<file path="config.mk">
export PLATFORM = sky130hd
export DESIGN_NAME = piso_tx_scheduler
export DESIGN_NICKNAME = d
export VERILOG_FILES = /design/src/rtl/piso_tx_scheduler.sv
export SDC_FILE = /design/constraint.sdc
export NUM_CORES = 1
export LEC_CHECK = 0
export ABC_CLOCK_PERIOD_IN_PS = 1590
export CORE_ASPECT_RATIO = 1.5
export CORE_MARGIN = 2
export CORE_UTILIZATION = 39
export DETAILED_ROUTE_END_ITERATION = 8
export PLACE_DENSITY = 0.72
export SLEW_MARGIN = 40
export SYNTH_ARGS = -nofsm -noshare
export SYNTH_HDL_FRONTEND = slang
export SYNTH_SLANG_ARGS = --single-unit
</file>
<file path="constraint.sdc">
create_clock -name clk -period 1.59 [get_ports clk]
set_input_delay 0.159 -clock clk [delete_from_list [all_inputs] [get_ports clk]]
set_output_delay 0.159 -clock clk [all_outputs]
set_load 0.005 [all_outputs]
</file>
<file path="src/rtl/piso_tx_scheduler.sv">
// Round-robin scheduler that shares one PISO shift register between NREQ requesters:
// it arbitrates, captures the winning word, pulses load, then times the WIDTH-cycle shift window.
module piso_tx_scheduler #(
  parameter int NREQ  = 4,
  parameter int WIDTH = 4,
  parameter int GAP   = 1,
  parameter int IDW   = 2
) (
  input  logic                    clk,
  input  logic                    rst,
  input  logic [NREQ-1:0]         req,
  input  logic [NREQ*WIDTH-1:0]   data,
  output logic [NREQ-1:0]         ack,
  output logic [NREQ-1:0]         done,
  output logic                    piso_load,
  output logic [WIDTH-1:0]        piso_parallel,
  output logic                    tx_active,
  output logic [IDW-1:0]          tx_owner,
  output logic                    busy
);

  localparam int CW = (WIDTH > 1) ? $clog2(WIDTH) : 1;
  localparam int IW = $clog2(NREQ);
  localparam int GW = 4;

  typedef enum logic [1:0] {S_IDLE, S_LOAD, S_SHIFT, S_GAP} state_t;

  state_t           state, state_nxt;
  logic [CW-1:0]    cnt;
  logic [GW-1:0]    gcnt;
  logic [IDW-1:0]   last_grant;
  logic [IDW-1:0]   winner;
  logic             found;
  int               idx;
  logic [WIDTH-1:0] word_q;
  logic [WIDTH-1:0] words [NREQ];
  logic             last_bit;

  for (genvar i = 0; i < NREQ; i++) begin : g_words
    assign words[i] = data[i*WIDTH +: WIDTH];
  end

  assign last_bit = (cnt == CW'(WIDTH-1));

  // Search ascends from the requester after the last grant, wrapping at NREQ.
  always_comb begin
    winner = '0;
    found  = 1'b0;
    idx    = 0;
    for (int k = 1; k <= NREQ; k++) begin
      idx = (int'(last_grant) + k) % NREQ;
      if (!found && req[IW'(idx)]) begin
        found  = 1'b1;
        winner = IDW'(idx);
      end
    end
  end

  always_ff @(posedge clk) begin
    if (rst) state <= S_IDLE;
    else     state <= state_nxt;
  end

  always_comb begin
    state_nxt = state;
    unique case (state)
      S_IDLE:  if (found) state_nxt = S_LOAD;
      S_LOAD:  state_nxt = S_SHIFT;
      S_SHIFT: if (last_bit) state_nxt = (GAP > 0) ? S_GAP : S_IDLE;
      S_GAP:   if (gcnt == GW'(GAP-1)) state_nxt = S_IDLE;
      default: state_nxt = S_IDLE;
    endcase
  end

  // Word and owner are frozen at the IDLE->LOAD edge; later data changes are ignored.
  always_ff @(posedge clk) begin
    if (rst) begin
      cnt        <= '0;
      gcnt       <= '0;
      last_grant <= IDW'(NREQ-1);
      word_q     <= '0;
      tx_owner   <= '0;
    end else begin
      unique case (state)
        S_IDLE: begin
          if (found) begin
            word_q   <= words[IW'(winner)];
            tx_owner <= winner;
          end
        end
        S_LOAD: begin
          last_grant <= tx_owner;
          cnt        <= '0;
          gcnt       <= '0;
        end
        S_SHIFT: cnt  <= last_bit ? '0 : cnt + 1'b1;
        S_GAP:   gcnt <= gcnt + 1'b1;
        default: cnt  <= '0;
      endcase
    end
  end

  always_comb begin
    ack           = '0;
    done          = '0;
    piso_load     = 1'b0;
    piso_parallel = '0;
    tx_active     = 1'b0;
    busy          = (state != S_IDLE);
    unique case (state)
      S_LOAD: begin
        piso_load          = 1'b1;
        piso_parallel      = word_q;
        ack[IW'(tx_owner)] = 1'b1;
      end
      S_SHIFT: begin
        tx_active = 1'b1;
        if (last_bit) done[IW'(tx_owner)] = 1'b1;
      end
      default: ;
    endcase
  end

endmodule

</file>
== Word level (Yosys, flattened, before mapping) ==
Index checks and enable logic that the tools add are counted.

* Logic and storage cells: 79
* Output and inout port bits: 17
* Register bits after elaboration: 16

* Bitwise logic cells: 1
* $add $sub $neg: 6
* Equal/unequal tests: 7
* Reductions and logical operators: 14
* Multiplexer cells: 38
* $lt $le $gt $ge: 7

{| class="wikitable"
|+ Operators by type and width
! cell !! count
|-
| $mux W4 || 6
|-
| $lt A2 B4 Y1 const B || 4
|-
| $mux W2 || 8
|-
| $mux W1 || 15
|-
| $bmux W1 S2 || 4
|-
| $bmux W4 S2 || 1
|-
| $pmux W2 S4 || 1
|-
| $pmux W4 S2 || 1
|-
| $add A2 B1 Y2 const B || 3
|-
| $eq A2 B2 Y1 const B || 3
|-
| $ne A2 B2 Y1 const B || 3
|-
| $reduce_bool A2 Y1 || 3
|-
| $add A2 B2 Y2 const B || 2
|-
| $add A4 B1 Y4 const B || 1
|-
| $logic_and A1 B1 Y1 || 4
|-
| $logic_not A4 Y1 || 1
|-
| $pmux W2 S2 || 1
|-
| $ge A3 B3 Y1 const B || 1
|-
| $logic_not A1 Y1 || 3
|-
| $lt A2 B3 Y1 const B || 1
|-
| $not A2 Y3 || 1
|-
| $reduce_and A3 Y1 || 1
|-
| $demux W1 S2 || 1
|-
| $eq A2 B1 Y1 const B || 1
|-
| other kinds (3) || 3
|}

== Logic depth before layout (Yosys ltp) ==
Gate-level depths: netlist of run 1.

* Depth in word-level cells: 18
* Gate-level depth with buffers: 6

== Worst setup path after synthesis of run 1 ==
No wires, ideal clock.

* Kind: register to register
* Start: reg gcnt[0]
* End: reg state[1]
* Clock period less this slack: 1.595 ns
* Stages on the path, launching flop included: 7
* Path slack: -0.005 ns
* Data arrival time: 1.467 ns
* Path buffers: 0
* Cell sequence: dfxtp_1 > inv_1 > ha_1 > or3b_1 > a222oi_1 > mux2i_1 > nor2_1

* Longest elaborated chain between the ends: 3

{| class="wikitable"
|+ Ends and longest elaborated chain
! element !! line !! source
|-
| start: declaration || 30 || <nowiki>logic [GW-1:0] gcnt;</nowiki>
|-
| start signal: assignment || 97 || <nowiki>S_GAP: gcnt <= gcnt + 1'b1;</nowiki>
|-
| $logic_not A4 Y1 || 70 || <nowiki>S_GAP: if (gcnt == GW'(GAP-1)) state_nxt = S_IDLE;</nowiki>
|-
| $ne A2 B2 Y1 (no source line) || - ||
|-
| $reduce_and A3 Y1 (no source line) || - ||
|-
| end signal: assignment || 61 || <nowiki>else state <= state_nxt;</nowiki>
|-
| end: declaration || 28 || <nowiki>state_t state, state_nxt;</nowiki>
|}

Every way passes these cells.
A chain may end at the register's enable or synchronous reset.

== Worst setup path after layout of run 1 ==
Ends and elaborated chain as after synthesis.

==> results of run 1 <==
## worst reg2reg max path, cell delays in order (launching register included)
cell                       delay [ps]
sky130_fd_sc_hd__dfxtp_1          320
sky130_fd_sc_hd__inv_2             70
sky130_fd_sc_hd__ha_4             120
sky130_fd_sc_hd__or3b_4           370
sky130_fd_sc_hd__a222oi_1         260
sky130_fd_sc_hd__buf_4            180
sky130_fd_sc_hd__mux2i_1          170
sky130_fd_sc_hd__nor2_1            60
## metrics by stage
| stage | total power [mW] | utilization, % | std cells |
|---|---|---|---|
| floorplan | 1.20 | - | 122 |
| global placement | 1.70 | 60.8 | 210 |
| detailed placement | 1.73 | 60.8 | 210 |
| CTS | 2.17 | 64.7 | 216 |
| global route | 2.41 | 67.0 | 218 |
| finish | 2.23 | 67.0 | 218 |
## registers in the layout, indices dropped and copies added, names as in the netlist
| name | cells |
|---|---|
| gcnt | 4 |
| word_q | 4 |
| cnt | 2 |
| last_grant | 2 |
| state | 2 |
| tx_owner | 2 |
## worst max path at each step
stage	to	slack, ps	start	depth (start not counted)
6_report	state[1]	-50	gcnt[0]	7
4_1_cts	tx_active	-70	state[0]	4
3_5_place_dp	word_q[2]	-300	req[0]	6
5_1_grt	state[1]	-120	gcnt[0]	7
2_1_floorplan	state[1]	-5	gcnt[0]	6
3_3_place_gp	word_q[0]	-220	req[0]	6
## Yosys cell counts, types with 2 or more instances
master	instances
sky130_fd_sc_hd__nor2b_1	2
sky130_fd_sc_hd__ha_1	8
sky130_fd_sc_hd__and3_1	2
sky130_fd_sc_hd__inv_1	8
sky130_fd_sc_hd__o21ai_0	2
sky130_fd_sc_hd__dfxtp_1	16
sky130_fd_sc_hd__o221ai_1	4
sky130_fd_sc_hd__nand2_1	3
sky130_fd_sc_hd__nand2b_1	3
sky130_fd_sc_hd__nor3_1	6
sky130_fd_sc_hd__nor3b_1	2
sky130_fd_sc_hd__or2b_1	2
sky130_fd_sc_hd__a21oi_1	6
sky130_fd_sc_hd__nor4_1	2
sky130_fd_sc_hd__nand3b_1	5
sky130_fd_sc_hd__nor2_1	13
sky130_fd_sc_hd__clkbuf_1	4
sky130_fd_sc_hd__mux2i_1	12
sky130_fd_sc_hd__nand3_1	3
sky130_fd_sc_hd__and2_1	4
## what timing repair did
item / in CTS / in global routing
resized for setup: 30 / 26
endpoints found under the setup margin: 21 / 15
pin swaps: 3 / 6
cloned: 0 / 1
hold endpoints to repair: 0 / 0
buffers inserted: 2 / 1
## area by class of cell
class                   count  area (µm²)
fillers                   218         863
multi-input cells          93         758
repair buffers             60         534
flip-flops and latches     16         327
clock buffers               4        55.1
well taps                  37        46.3
inverters                   8        35.0
## power by group through the flow
stage          combinational (mW)  sequential, mW  clock, mW
2_1_floorplan               0.597           0.605          0
3_3_place_gp                 1.06           0.643          0
3_5_place_dp                 1.08           0.652          0
4_1_cts                      1.14           0.652      0.370
5_1_grt                      1.32           0.687      0.400
6_report                     1.20           0.665      0.365
## cells by family after synthesis
| logic type | after synthesis | synth area share, % |
|---|---|---|
| buffers and inverters | 13 | 5.02 |
| adders and majority gates | 8 | 9.57 |
| DFF | 16 | 30.6 |
| AOI/OAI and AO/OA | 21 | 15.1 |
| and+or+nand+nor | 52 | 28.2 |
| muxes | 12 | 11.5 |
## routing by layer
layer | share of wire, % | track usage [%] | vias up
met5 | 0 | 0 | -
met2 | 57 | 37.3 | 30
met3 | 4.7 | 3.74 | 2
met4 | 0.64 | 6.07 | 0
li1 | - | - | 558
met1 | 38 | 21.1 | 535
==> run summary, run 1 <==
overall via count from detail_route: 1125
startpoint of the worst-slack reg-to-reg timing path: gcnt[0]
total of max-cap violations: 0
biggest area consumer among synthesized cells: sky130_fd_sc_hd__dfxtp_1
DIE HEIGHT: 67.4 µm
Antenna Cells: 0
ratio of final minimum period to clock period: 103%
Setup Crit Path Kind: flop to flop
Critical path buffers and inverters: 2
post-synth net total: 152
part of the Yosys area used for sequential elements: 30.6%
crit path capture type: flop
hold path startpoint: cnt[1]
count of unresolved DRC violations after routing: 0
standby leakage power: 0.786 nW
Pre-Repair DR Iteration Count: 4
dominant cells by area after synthesis: sky130_fd_sc_hd__dfxtp_1 31%, sky130_fd_sc_hd__mux2i_1 11%, sky130_fd_sc_hd__ha_1 9.6%, sky130_fd_sc_hd__nor2_1 4.7%, sky130_fd_sc_hd__nand3b_1 3.6%
number of global-route vias before repair: 1054
cells traversed along the worst timing path: inv_2, ha_4, or3b_4, a222oi_1, buf_4, mux2i_1, nor2_1
R2R Path End: state[1]
vias per cell: 5.16
run status: complete, but fails checks
clock network fraction of total power: 16.3%
worst vdd rail ir drop: 0.806 mV
CTS tree: done
flip-flop cell with the highest count after synthesis: sky130_fd_sc_hd__dfxtp_1
DIE WIDTH: 46.3 µm
P_int: 1.43 mW
cells after synthesis: 122
maximum operating frequency: 0.608 GHz
detailed placement HPWL: 2270 µm
EDFF count, synth: 0
crit path launch type: flop
Distinct cells, synth: 35
wire length of the first global-routing pass: 4550 µm
min Tclk post-route: 1640 ps
share of synthesized flip-flops with an asynchronous set or reset: 0%
crit path DAT: 1790 ps
pre-CTS WS: -301 ps
fraction of final layout cells with drive strength greater than 1: 28.2%
maximum number of pins on one net before global-route repair: 17
synth-to-layout area growth: 67.8%
average cell area after synthesis: 8.57 µm²
number of top-level design ports: 39
fraction of power spent switching nets: 36.0%
most frequent standard cell in the layout excluding fill and tap cells: sky130_fd_sc_hd__clkdlybuf4s50_1
area of the placeable core: 2620 µm²
clock latency reported for the late side of the worst-skew pair: 250 ps
placed inst area: 1590 µm²
part of the total power dissipated in sequential elements: 29.8%
first-iteration detailed-routing DRC count: 19
global placer's final weighted congestion: 0.745
root buffer cell: sky130_fd_sc_hd__clkbuf_8
NetSw: 0.804 mW
area of the mapped netlist: 1050 µm²
Layout Skew: 0.881 ps
port bufs: 38
fraction of synthesized cell area taken by the top area cell type: 30.6%
max_slew headroom: 76.0%
number of warning messages in the yosys log: 0
final cell area excluding filler cells: 1760 µm²
post-DR wirelength/cell: 13.7 µm
Rows: 23
Hold Vio Cnt, Final: 0
Crit-path slowest cell: sky130_fd_sc_hd__or3b_4
flip-flop and latch count after synthesis: 16
total number of nets in the final design: 212
global-route congestion overflow total: 0
GRT Util Overall: 19.8%
Detailed Route WL: 2990 µm
power share of the combinational group: 53.9%
Clock H-tree levels: 1
family with the most delay on the worst path: simple AND/OR/NAND/NOR gates
Setup violations, final: 2
number of cells on the worst reg-to-reg path: 7
die area: 3120 µm²
Final Max Slew Viols: 0
total of hold buffers inserted after clock tree synthesis: 0
WHS Path Cells: 2
Critical Path RT: 1730 ps
setup repair after global routing missed its margin: true
antenna-violating nets left: 0
Clock Pin Slew Worst Setup and Hold Paths: 60 ps
total power density per cell area: 1270 nW/µm²
Worst Slack Setup Final: -54.2 ps
maximum root-to-sink buffer count: 2
largest driver fanout on the critical path: 3
final setup TNS: -55.8 ps
clock buffers created by TritonCTS: 3
Tightest Pin Transition: 356 ps
Hold/Removal Path Class: flop to flop
violated checks: negative setup slack
highest-count cells in the layout ignoring fill and taps: 20 x sky130_fd_sc_hd__clkdlybuf4s50_1, 18 x sky130_fd_sc_hd__buf_4, 13 x sky130_fd_sc_hd__nor2_1, 13 x sky130_fd_sc_hd__dfxtp_1, 10 x sky130_fd_sc_hd__mux2i_1
Max stage delay on crit path: 370 ps
antenna violations before repair: 0
starting density of the core: 39.9%
Hold WS: 476 ps
worst setup slack for register-to-register paths: -50 ps
Num Clock Sinks: 16
end point of the worst hold path: cnt[1]
No activity file was read; power rests on OpenSTA's default activity.
==> inputs of run 2 (changes only) <==
- GPL_TIMING_DRIVEN: unset -> 1
==> results of run 2 <==
Final layout, timing and power as in run 1 (identical DEF).
==> inputs of run 3 (changes only) <==
- PLACE_DENSITY: 0.72 -> 0.75
- SKIP_LAST_GASP: unset -> 1
==> run 3 against run 2 <==
  * The flow still finishes with violations (negative setup slack)
  * Sequential share of layout area is essentially flat
  * Register-to-register slack about the same
  * Sequential cell count is the same
  * Critical path depth stayed put
  * Global-route usage grew 0.64 points
  * Clock skew barely moved
  * Die area stayed put
  * Total power is 2.6% higher
  * Critical path type unchanged
==> run summary, run 3 (synthesis results as in run 1) <==
antenna-violating nets left: 0 (unchanged)
count of unresolved DRC violations after routing: 0 (unchanged)
Rows: 23 (unchanged)
ratio of final minimum period to clock period: 103% (-0.80 points)
worst vdd rail ir drop: 0.890 mV (+10%)
Layout fillers: 215 (-1.4%)
fraction of power spent switching nets: 35.7% (-0.25 points)
setup repair after global routing missed its margin: true
first-iteration detailed-routing DRC count: 22 (+3)
area of the placeable core: 2620 µm² (unchanged)
clock network fraction of total power: 15.9% (-0.4 points)
overall via count from detail_route: 1150 (+2.2%)
Critical Path RT: 1730 ps (about the same)
cells traversed along the worst timing path: buf_4, buf_4, ha_1, a222oi_1, buf_4, mux2i_1, nor2_1
Critical path buffers and inverters: 3 (+1)
Antenna Cells: 0 (unchanged)
crit path launch type: flop
clock latency reported for the late side of the worst-skew pair: 250 ps (about the same)
number of global-route vias before repair: 1102 (+4.6%)
standby leakage power: 0.818 nW (+4.1%)
post-DR wirelength/cell: 13.9 µm (+1.6%)
Clock H-tree levels: 1 (unchanged)
routed length on met1: 1270 µm (+13%)
GRT Util Overall: 20.5% (+0.64 points)
die area: 3120 µm² (unchanged)
min Tclk post-route: 1630 ps (-12.7 ps)
Setup violations, final: 4 (+2)
wire length of the first global-routing pass: 4600 µm (+1.2%)
startpoint of the worst-slack reg-to-reg timing path: state[1]
total of hold buffers inserted after clock tree synthesis: 0 (unchanged)
worst setup slack for register-to-register paths: -40 ps (about the same)
DR top layer: met4
clock buffers created by TritonCTS: 3 (unchanged)
antenna violations before repair: 0 (unchanged)
NetSw: 0.820 mW (+1.9%)
root buffer cell: sky130_fd_sc_hd__clkbuf_8
maximum operating frequency: 0.613 GHz (+0.78%)
DIE WIDTH: 46.3 µm (unchanged)
synth-to-layout area growth: 70.9%
largest driver fanout on the critical path: 3 (unchanged)
port bufs: 38 (unchanged)
WHS Path Cells: 2 (unchanged)
Layout Skew: 1.14 ps (+0.257 ps)
family with the most delay on the worst path: buffers and inverters
Final Max Slew Viols: 0 (unchanged)
part of the total power dissipated in sequential elements: 29.1% (-0.7 points)
P_int: 1.47 mW (+3.0%)
number of cells on the worst reg-to-reg path: 7 (unchanged)
vias per cell: 5.18 (+0.38%)
pre-CTS WS: -271 ps (+30.3 ps)
CTS tree: done
Top Registers: gcnt (4), word_q (4)
max_slew headroom: 71.8% (-4.2 points)
Max stage delay on crit path: 360 ps (about the same)
R2R Path End: state[1]
fraction of final layout cells with drive strength greater than 1: 27.6% (-0.61 points)
Clock Pin Slew Worst Setup and Hold Paths: 60 ps (about the same)
crit path DAT: 1770 ps (-20 ps)
run status: complete, but fails checks
Hold/Removal Path Class: flop to flop
Num Clock Sinks: 16 (unchanged)
Setup Crit Path Kind: flop to flop
Tightest Pin Transition: 419 ps (+62.7 ps)
Pre-Repair DR Iteration Count: 4 (unchanged)
global-route congestion overflow total: 0 (unchanged)
violated checks: negative setup slack
maximum number of pins on one net before global-route repair: 17 (unchanged)
DIE HEIGHT: 67.4 µm (unchanged)
global placer's final weighted congestion: 0.770 (+3.4%)
Detailed Route WL: 3090 µm (+3.4%)
Worst Slack Setup Final: -41.4 ps (+12.7 ps)
maximum root-to-sink buffer count: 2 (unchanged)
total of max-cap violations: 0 (unchanged)
met2 routed WL: 1620 µm (-4.7%)
power share of the combinational group: 55.0% (+1.1 points)
Crit-path slowest cell: sky130_fd_sc_hd__dfxtp_4
Hold WS: 482 ps (+6.28 ps)
number of top-level design ports: 39 (unchanged)
total number of nets in the final design: 216 (+1.9%)
starting density of the core: 39.9% (unchanged)
crit path capture type: flop
Detail Route met3 WL: 143 µm (+1.4%)
detailed placement HPWL: 2290 µm (+1.0%)
hold path startpoint: cnt[1]
end point of the worst hold path: cnt[1]
total power density per cell area: 1280 nW/µm² (+0.77%)
CP most frequent cell: sky130_fd_sc_hd__buf_4
highest-count cells in the layout ignoring fill and taps: 24 x sky130_fd_sc_hd__buf_4, 22 x sky130_fd_sc_hd__clkdlybuf4s50_1, 13 x sky130_fd_sc_hd__nor2_1, 13 x sky130_fd_sc_hd__dlygate4sd2_1, 12 x sky130_fd_sc_hd__mux2i_1
Hold Vio Cnt, Final: 0 (unchanged)
most frequent standard cell in the layout excluding fill and tap cells: sky130_fd_sc_hd__buf_4
run 3: metrics by stage:
stage	area (µm²)	instances	TNS (ps)	utilization [%]	power [mW]
5_1_grt	1790	222	-788	68.3	2.46
3_3_place_gp	1620	214	-942	61.9	1.75
4_1_cts	1730	221	-620	65.9	2.21
6_report	1790	222	-110	68.3	2.29
3_5_place_dp	1620	214	-1450	61.9	1.79
2_1_floorplan	1050	122	-4.93	-	1.20
run 3: power groups by stage:
stage          registers (mW)  clock network [mW]  logic, mW
2_1_floorplan           0.605                   0      0.597
3_3_place_gp            0.640                   0       1.11
3_5_place_dp            0.650                   0       1.14
4_1_cts                 0.663               0.368       1.18
5_1_grt                 0.689               0.394       1.37
6_report                0.668               0.364       1.26
run 3: per-layer routing:
| layer | vias to the layer above | GRT usage [%] |
|---|---|---|
| met4 | 0 | 10.7 |
| met3 | 5 | 4.28 |
| li1 | 562 | - |
| met2 | 35 | 36.1 |
| met1 | 548 | 21.8 |
| met5 | - | 0 |
run 3: final cells by class:
cell class / count / area [µm²] / area share (%)
clock buffers: 4 / 55.1 / 3.08
inverters: 8 / 35.0 / 1.96
multi-input cells: 93 / 744 / 41.6
flip-flops and latches: 16 / 333 / 18.6
well taps: 37 / 46.3 / 2.59
repair buffers: 64 / 574 / 32.1
run 3: worst max path at each step:
stage,startpoint,to,depth (start not counted)
2_1_floorplan,gcnt[0],state[1],6
3_3_place_gp,req[0],word_q[3],6
3_5_place_dp,req[3],word_q[2],6
4_1_cts,state[1],piso_parallel[3],5
5_1_grt,state[1],state[1],7
6_report,state[1],state[1],7
run 3: repair_timing:
item	in CTS	in global routing
pin swaps	4	3
setup buffers	3	1
gates resized for setup	27	16
endpoints found under the setup margin	20	10
run 3: worst min-delay path, cell delays in order (launching register included):
cell,delay (ps)
sky130_fd_sc_hd__dfxtp_1,320
sky130_fd_sc_hd__nand2b_1,70
sky130_fd_sc_hd__a21oi_1,50
